File: src/rtl/host_step_decoder.sv
// host_step_decoder: host floppy bus STEP/DIR/SEL/SIDE front end for the
// emulated drive. Synchronizes the bus pins, qualifies step pulses by their
// low width, tracks the head position with clamping at both end stops, and
// times the head-settle period after every accepted step.
module host_step_decoder #(
    parameter int MAX_TRACK     = 79,
    parameter int TRACK_W       = 7,
    parameter int MIN_PULSE_CYC = 12,
    parameter int SETTLE_CYC    = 180000
) (
    input  logic               clk,
    input  logic               rst_n,
    input  logic               step_n,
    input  logic               dir_n,
    input  logic               sel_n,
    input  logic               side_n,
    output logic [TRACK_W-1:0] track,
    output logic               side,
    output logic               track_0,
    output logic               seek_busy,
    output logic               step_evt
);

    localparam int PULSE_W  = $clog2(MIN_PULSE_CYC + 1);
    localparam int SETTLE_W = $clog2(SETTLE_CYC + 1);

    localparam logic [PULSE_W-1:0]  PULSE_MAX   = PULSE_W'(MIN_PULSE_CYC);
    localparam logic [PULSE_W-1:0]  PULSE_ONE   = PULSE_W'(1);
    localparam logic [SETTLE_W-1:0] SETTLE_LOAD = SETTLE_W'(SETTLE_CYC);
    localparam logic [SETTLE_W-1:0] SETTLE_ONE  = SETTLE_W'(1);
    localparam logic [TRACK_W-1:0]  TRACK_MAX   = TRACK_W'(MAX_TRACK);
    localparam logic [TRACK_W-1:0]  TRACK_ONE   = TRACK_W'(1);

    typedef enum logic [1:0] {
        S_IDLE  = 2'd0,
        S_LOW   = 2'd1,
        S_ARMED = 2'd2
    } state_t;

    // Bus pins are packed as {step, dir, sel, side} through the synchronizer.
    logic [3:0]          sync1_d, sync1_q;
    logic [3:0]          sync2_d, sync2_q;
    logic                step_prev_d, step_prev_q;
    logic                side_d, side_q;
    state_t              state_d, state_q;
    logic [PULSE_W-1:0]  width_d, width_q;
    logic [TRACK_W-1:0]  track_d, track_q;
    logic                track_0_d, track_0_q;
    logic                step_evt_d, step_evt_q;
    logic [SETTLE_W-1:0] settle_d, settle_q;
    logic                busy_d, busy_q;
    logic                accept;

    logic step_s, dir_s, sel_s, side_s;

    assign step_s = sync2_q[3];
    assign dir_s  = sync2_q[2];
    assign sel_s  = sync2_q[1];
    assign side_s = sync2_q[0];

    // Two-flop synchronizer inputs, step edge history and registered side.
    always_comb begin
        sync1_d     = {step_n, dir_n, sel_n, side_n};
        sync2_d     = sync1_q;
        step_prev_d = step_s;
        side_d      = ~side_s;
    end

    // Step qualifier: a pulse must start with a falling edge while selected,
    // so a pulse that began deselected can never be picked up halfway through.
    always_comb begin
        state_d = state_q;
        width_d = width_q;
        accept  = 1'b0;
        if (sel_s) begin
            state_d = S_IDLE;
            width_d = '0;
        end else begin
            case (state_q)
                S_IDLE: begin
                    if (!step_s && step_prev_q) begin
                        width_d = PULSE_ONE;
                        state_d = (MIN_PULSE_CYC <= 1) ? S_ARMED : S_LOW;
                    end
                end
                S_LOW: begin
                    if (step_s) begin
                        state_d = S_IDLE;
                    end else begin
                        width_d = width_q + PULSE_ONE;
                        if (width_d >= PULSE_MAX) begin
                            state_d = S_ARMED;
                        end
                    end
                end
                S_ARMED: begin
                    if (step_s) begin
                        accept  = 1'b1;
                        state_d = S_IDLE;
                    end
                end
                default: state_d = S_IDLE;
            endcase
        end
    end

    // Head position update on an accepted step, clamped at both end stops.
    always_comb begin
        track_d = track_q;
        if (accept) begin
            if (!dir_s) begin
                track_d = (track_q >= TRACK_MAX) ? TRACK_MAX : track_q + TRACK_ONE;
            end else begin
                track_d = (track_q == '0) ? '0 : track_q - TRACK_ONE;
            end
        end
        track_0_d  = (track_d != '0);
        step_evt_d = accept;
    end

    // Settle timer: every accepted step restarts the full settle period.
    always_comb begin
        settle_d = settle_q;
        if (accept) begin
            settle_d = SETTLE_LOAD;
        end else if (settle_q != '0) begin
            settle_d = settle_q - SETTLE_ONE;
        end
        busy_d = accept | (settle_q != '0);
    end

    // State register; the synchronizer idles high like the undriven bus.
    always_ff @(posedge clk or negedge rst_n) begin
        if (!rst_n) begin
            sync1_q     <= 4'hF;
            sync2_q     <= 4'hF;
            step_prev_q <= 1'b1;
            side_q      <= 1'b0;
            state_q     <= S_IDLE;
            width_q     <= '0;
            track_q     <= '0;
            track_0_q   <= 1'b0;
            step_evt_q  <= 1'b0;
            settle_q    <= '0;
            busy_q      <= 1'b0;
        end else begin
            sync1_q     <= sync1_d;
            sync2_q     <= sync2_d;
            step_prev_q <= step_prev_d;
            side_q      <= side_d;
            state_q     <= state_d;
            width_q     <= width_d;
            track_q     <= track_d;
            track_0_q   <= track_0_d;
            step_evt_q  <= step_evt_d;
            settle_q    <= settle_d;
            busy_q      <= busy_d;
        end
    end

    assign track     = track_q;
    assign side      = side_q;
    assign track_0   = track_0_q;
    assign seek_busy = busy_q;
    assign step_evt  = step_evt_q;

endmodule

File: config.mk
export PLATFORM = sky130hd
export DESIGN_NAME = host_step_decoder
export DESIGN_NICKNAME = d
export VERILOG_FILES = /design/src/rtl/host_step_decoder.sv
export SDC_FILE = /design/constraint.sdc
export NUM_CORES = 1
export LEC_CHECK = 0
export CAP_MARGIN = 20
export CORE_UTILIZATION = 29
export CTS_BUF_LIST = sky130_fd_sc_hd__clkbuf_4 sky130_fd_sc_hd__clkbuf_8
export CTS_CLUSTER_DIAMETER = 100
export DETAILED_ROUTE_END_ITERATION = 8
export GPL_TIMING_DRIVEN = 0
export PLACE_DENSITY = 0.42
export SLEW_MARGIN = 20
export SYNTH_ARGS = -nofsm -noshare
export SYNTH_HDL_FRONTEND = slang
export SYNTH_SLANG_ARGS = --single-unit
File: constraint.sdc
create_clock -name clk -period 3.3 [get_ports clk]
set_clock_uncertainty 0.05 [all_clocks]
set_input_delay 0.66 -clock clk [delete_from_list [all_inputs] [get_ports clk]]
set_output_delay 0.66 -clock clk [all_outputs]
set_load 0.05 [all_outputs]
==> reports/qor.txt <==
wire per inst -> 13.4 um
most frequent CP cell -> or4_1
post-CTS sizing -> 0
grt met1 use -> 16.4%
Worst Hold End -> sync2_q[3]
area of the core -> 0.00721 mm2
TritonCTS clock tree -> yes
top_reg_cell synth -> dfrtp_1
final setup margin -> 433 ps
slowest library cell on the worst path -> or4_4
top area cells in the synthesized netlist -> dfrtp_1 41%, dfstp_2 11%, xor2_1 4.1%
Reg2Reg Setup Slack -> 430 ps
Reg power frac -> 51.2%
Slew headroom -> 55.4%
Slew Viols, Final -> 0
P&R area growth vs syn -> 19.5%
Worst VDD drop -> 0.000222 V
Lkg Pwr -> 0.00109 uW
DRC viols -> 0
FF-to-FF End -> track_0
DR vias/cell -> 4.94
pre-CTS setup slack -> 463 ps
hold path depth -> 0
status -> completed
Critical Path RT -> 3430 ps
grt peak-use layer -> met2
Cells after Synth -> 213
RSZ-0062 raised after global routing -> no
Post-CTS Setup Repair Bufs -> 0
Die H -> 88.2 um
cell taking the most area after synthesis -> dfrtp_1
Post-synth ARST share -> 100%
clock tree sinks -> 44
CP Depth -> 6
clock power share -> 28.6%
first-pass GRT wire length -> 7.83 mm
max cap viols -> 0
die area -> 0.00779 mm2
DP HPWL -> 3.13 mm
Cell Chain, Critical Path -> or4_4, o21ai_4, o221ai_2, a22o_1, or4_1, or4_1
final WL -> 4.52 mm
synth unique cells -> 44
DRT Pass-1 Iters -> 4
CP Capture Type -> register
Synth top area share -> 40.6%
Synth top cells by count -> 35 x dfrtp_1, 18 x nor2_1, 17 x nand2_1, 12 x nor3_1
Syn Nets -> 224
clk slew on worst S/H paths -> 90 ps
fin crit period -> 2870 ps
Hold Buf Count CTS -> 0
NetSw -> 472 uW
# rows -> 31
GRT met2 Usage -> 21.7%
achievable frequency -> 0.349 GHz
Longest Clk Path Bufs -> 2
# diodes -> 0
Final #Nets -> 248
die width -> 88.2 um
Non-Filler Instances -> 337
GR Util met3 -> 3.26%
Final ANT Viol Nets -> 0
Pint -> 1020 uW
crit path max fanout -> 9
placed cells -> 329
Hold Crit Start -> sync1_q[3]
Switching Fraction -> 31.5%
initial core utilization -> 29.9%
Crit path largest cell delay -> 620 ps
Worst-Skew Late Latency -> 300 ps
H-Tree Level Count -> 2
largest net degree at the start of global routing -> 28
PD cells -> 580 mW/mm2
ratio of cells with drive above 1 in the final layout -> 10.9%
grt total ovfl -> 0
Crit Path Class -> reg -> reg
worst-margin pin slew -> 664 ps
Final Cycle Share -> 86.9%
CP arrival -> 3000 ps
vias in the first global route -> 1,635
antenna violations before repair -> 0
TritonCTS buffer count -> 5
GRT Total Usage -> 13.1%
sequential cell area fraction in the yosys report -> 51.6%
combinational power share -> 20.2%
synthesized area -> 0.00216 mm2
FF-to-FF Start -> track[4]
syn avg cell area -> 10.1 um2
Worst setup SP type -> register
Synth warnings -> 0
Setup violations, final -> 0
RD Place Congestion -> 0.694
Final TNS setup -> 0 ps
Worst R2R Path Depth -> 6
final core utilization -> 35.7%
CP Buf/Inv Count -> 0
Hold WC Path Type -> reg -> reg
Via Count -> 1,664
DR iter-0 viols -> 82
I/O Pins -> 17
EDFF count, synth -> 0
CP delay by family, top -> simple AND/OR/NAND/NOR gates
PortBufs -> 16
Root Driver -> clkbuf_8
count leader, synth -> dfrtp_1
Fin. Hold Viols -> 0
Seq cells post-synth -> 44
## stage by stage
stage                     instance area, um2  total power (uW)  hold slack [ps]
final                                   2580              1500              307
after global routing                    2580              1610              314
after CTS                               2580              1520              308
after detailed placement                2460              1080              297
after global placement                  2440              1080              296
after floorplan                         2160               988              295
## logic make-up (layout without fill, tap and decap cells)
group	count (synthesis)	in the layout	synth area share, %
and+or+nand+nor	92	92	22.4
muxes	2	2	0.986
DFF	44	44	51.6
AOI/OAI and AO/OA	41	41	13.5
adders and majority gates	5	5	2.90
xor gates and xnor gates	14	14	5.68
buffers and inverters	15	40	2.96
## worst register-to-register path, delay by kind of cell, from the launching register on
family           cells  cell delay, ps
AO/OA/AOI/OAI        3             650
flip-flops           1             480
AND/OR/NAND/NOR      3            1570
## placed cells by master, fill, tap and decap left out, types with 2 or more instances in the layout
cell,synthesis,routed
o21bai_1,2,2
nor4_1,4,4
a211oi_1,3,3
nand2b_1,4,4
a21oi_1,6,6
or3_1,5,5
nor2b_1,4,4
a32o_1,2,2
nand3_1,11,11
or4_1,7,7
o21ai_0,11,11
o211ai_1,3,3
clkbuf_8,0,5
a22o_1,2,2
nand2_1,17,17
o32ai_1,2,2
clkdlybuf4s50_1,0,15
dfrtp_1,35,35
ha_1,5,5
nor2_1,18,18
and3_1,2,2
dfstp_2,9,9
a31oi_1,2,2
clkbuf_1,4,4
nand4_1,2,2
xor2_1,10,10
xnor2_1,4,4
nor3_1,12,12
inv_1,10,10
## power by group through the flow
stage / combinational (uW) / clock [uW] / sequential [uW]
after floorplan: 242 / 0 / 747
after CTS: 307 / 447 / 766
after global routing: 358 / 465 / 783
after detailed placement: 306 / 0 / 772
final: 302 / 428 / 765
after global placement: 301 / 0 / 774
## final cells by class
type	count	area (um2)
Clock inverter	3	46.3
Buffer	5	26.3
Tap cell	99	124
Timing Repair Buffer	17	183
Sequential cell	44	1110
Inverter	10	37.5
Multi-Input combinational cell	154	981
Clock buffer	5	68.8
Fill cell	754	4640
## sequential cells by signal, indices dropped and copies added (netlist names)
name,flops
state_q,2
step_evt,1
track,7
step_prev_q,1
seek_busy,1
sync2_q,4
sync1_q,4
track_0,1
settle_q,18
side,1
width_q,4
## worst max-delay path by stage
stage / startpoint / to
floorplan: track[2] / track_0
global placement: rst_n / settle_q[14]
detailed placement: track[4] / track_0
CTS: track[4] / track_0
global route: settle_q[11] / settle_q[11]
finish: track[4] / track_0
## layer usage
metal / share of wire, % / wire, um / vias to the layer above
met3: 3.3 / 151 / 8
li1: - / - / 826
met1: 47 / 2100 / 803
met4: 2.2 / 99 / 0
met2: 48 / 2170 / 27
met5: 0 / 0 / -
Power figures use the tool's default switching activity.
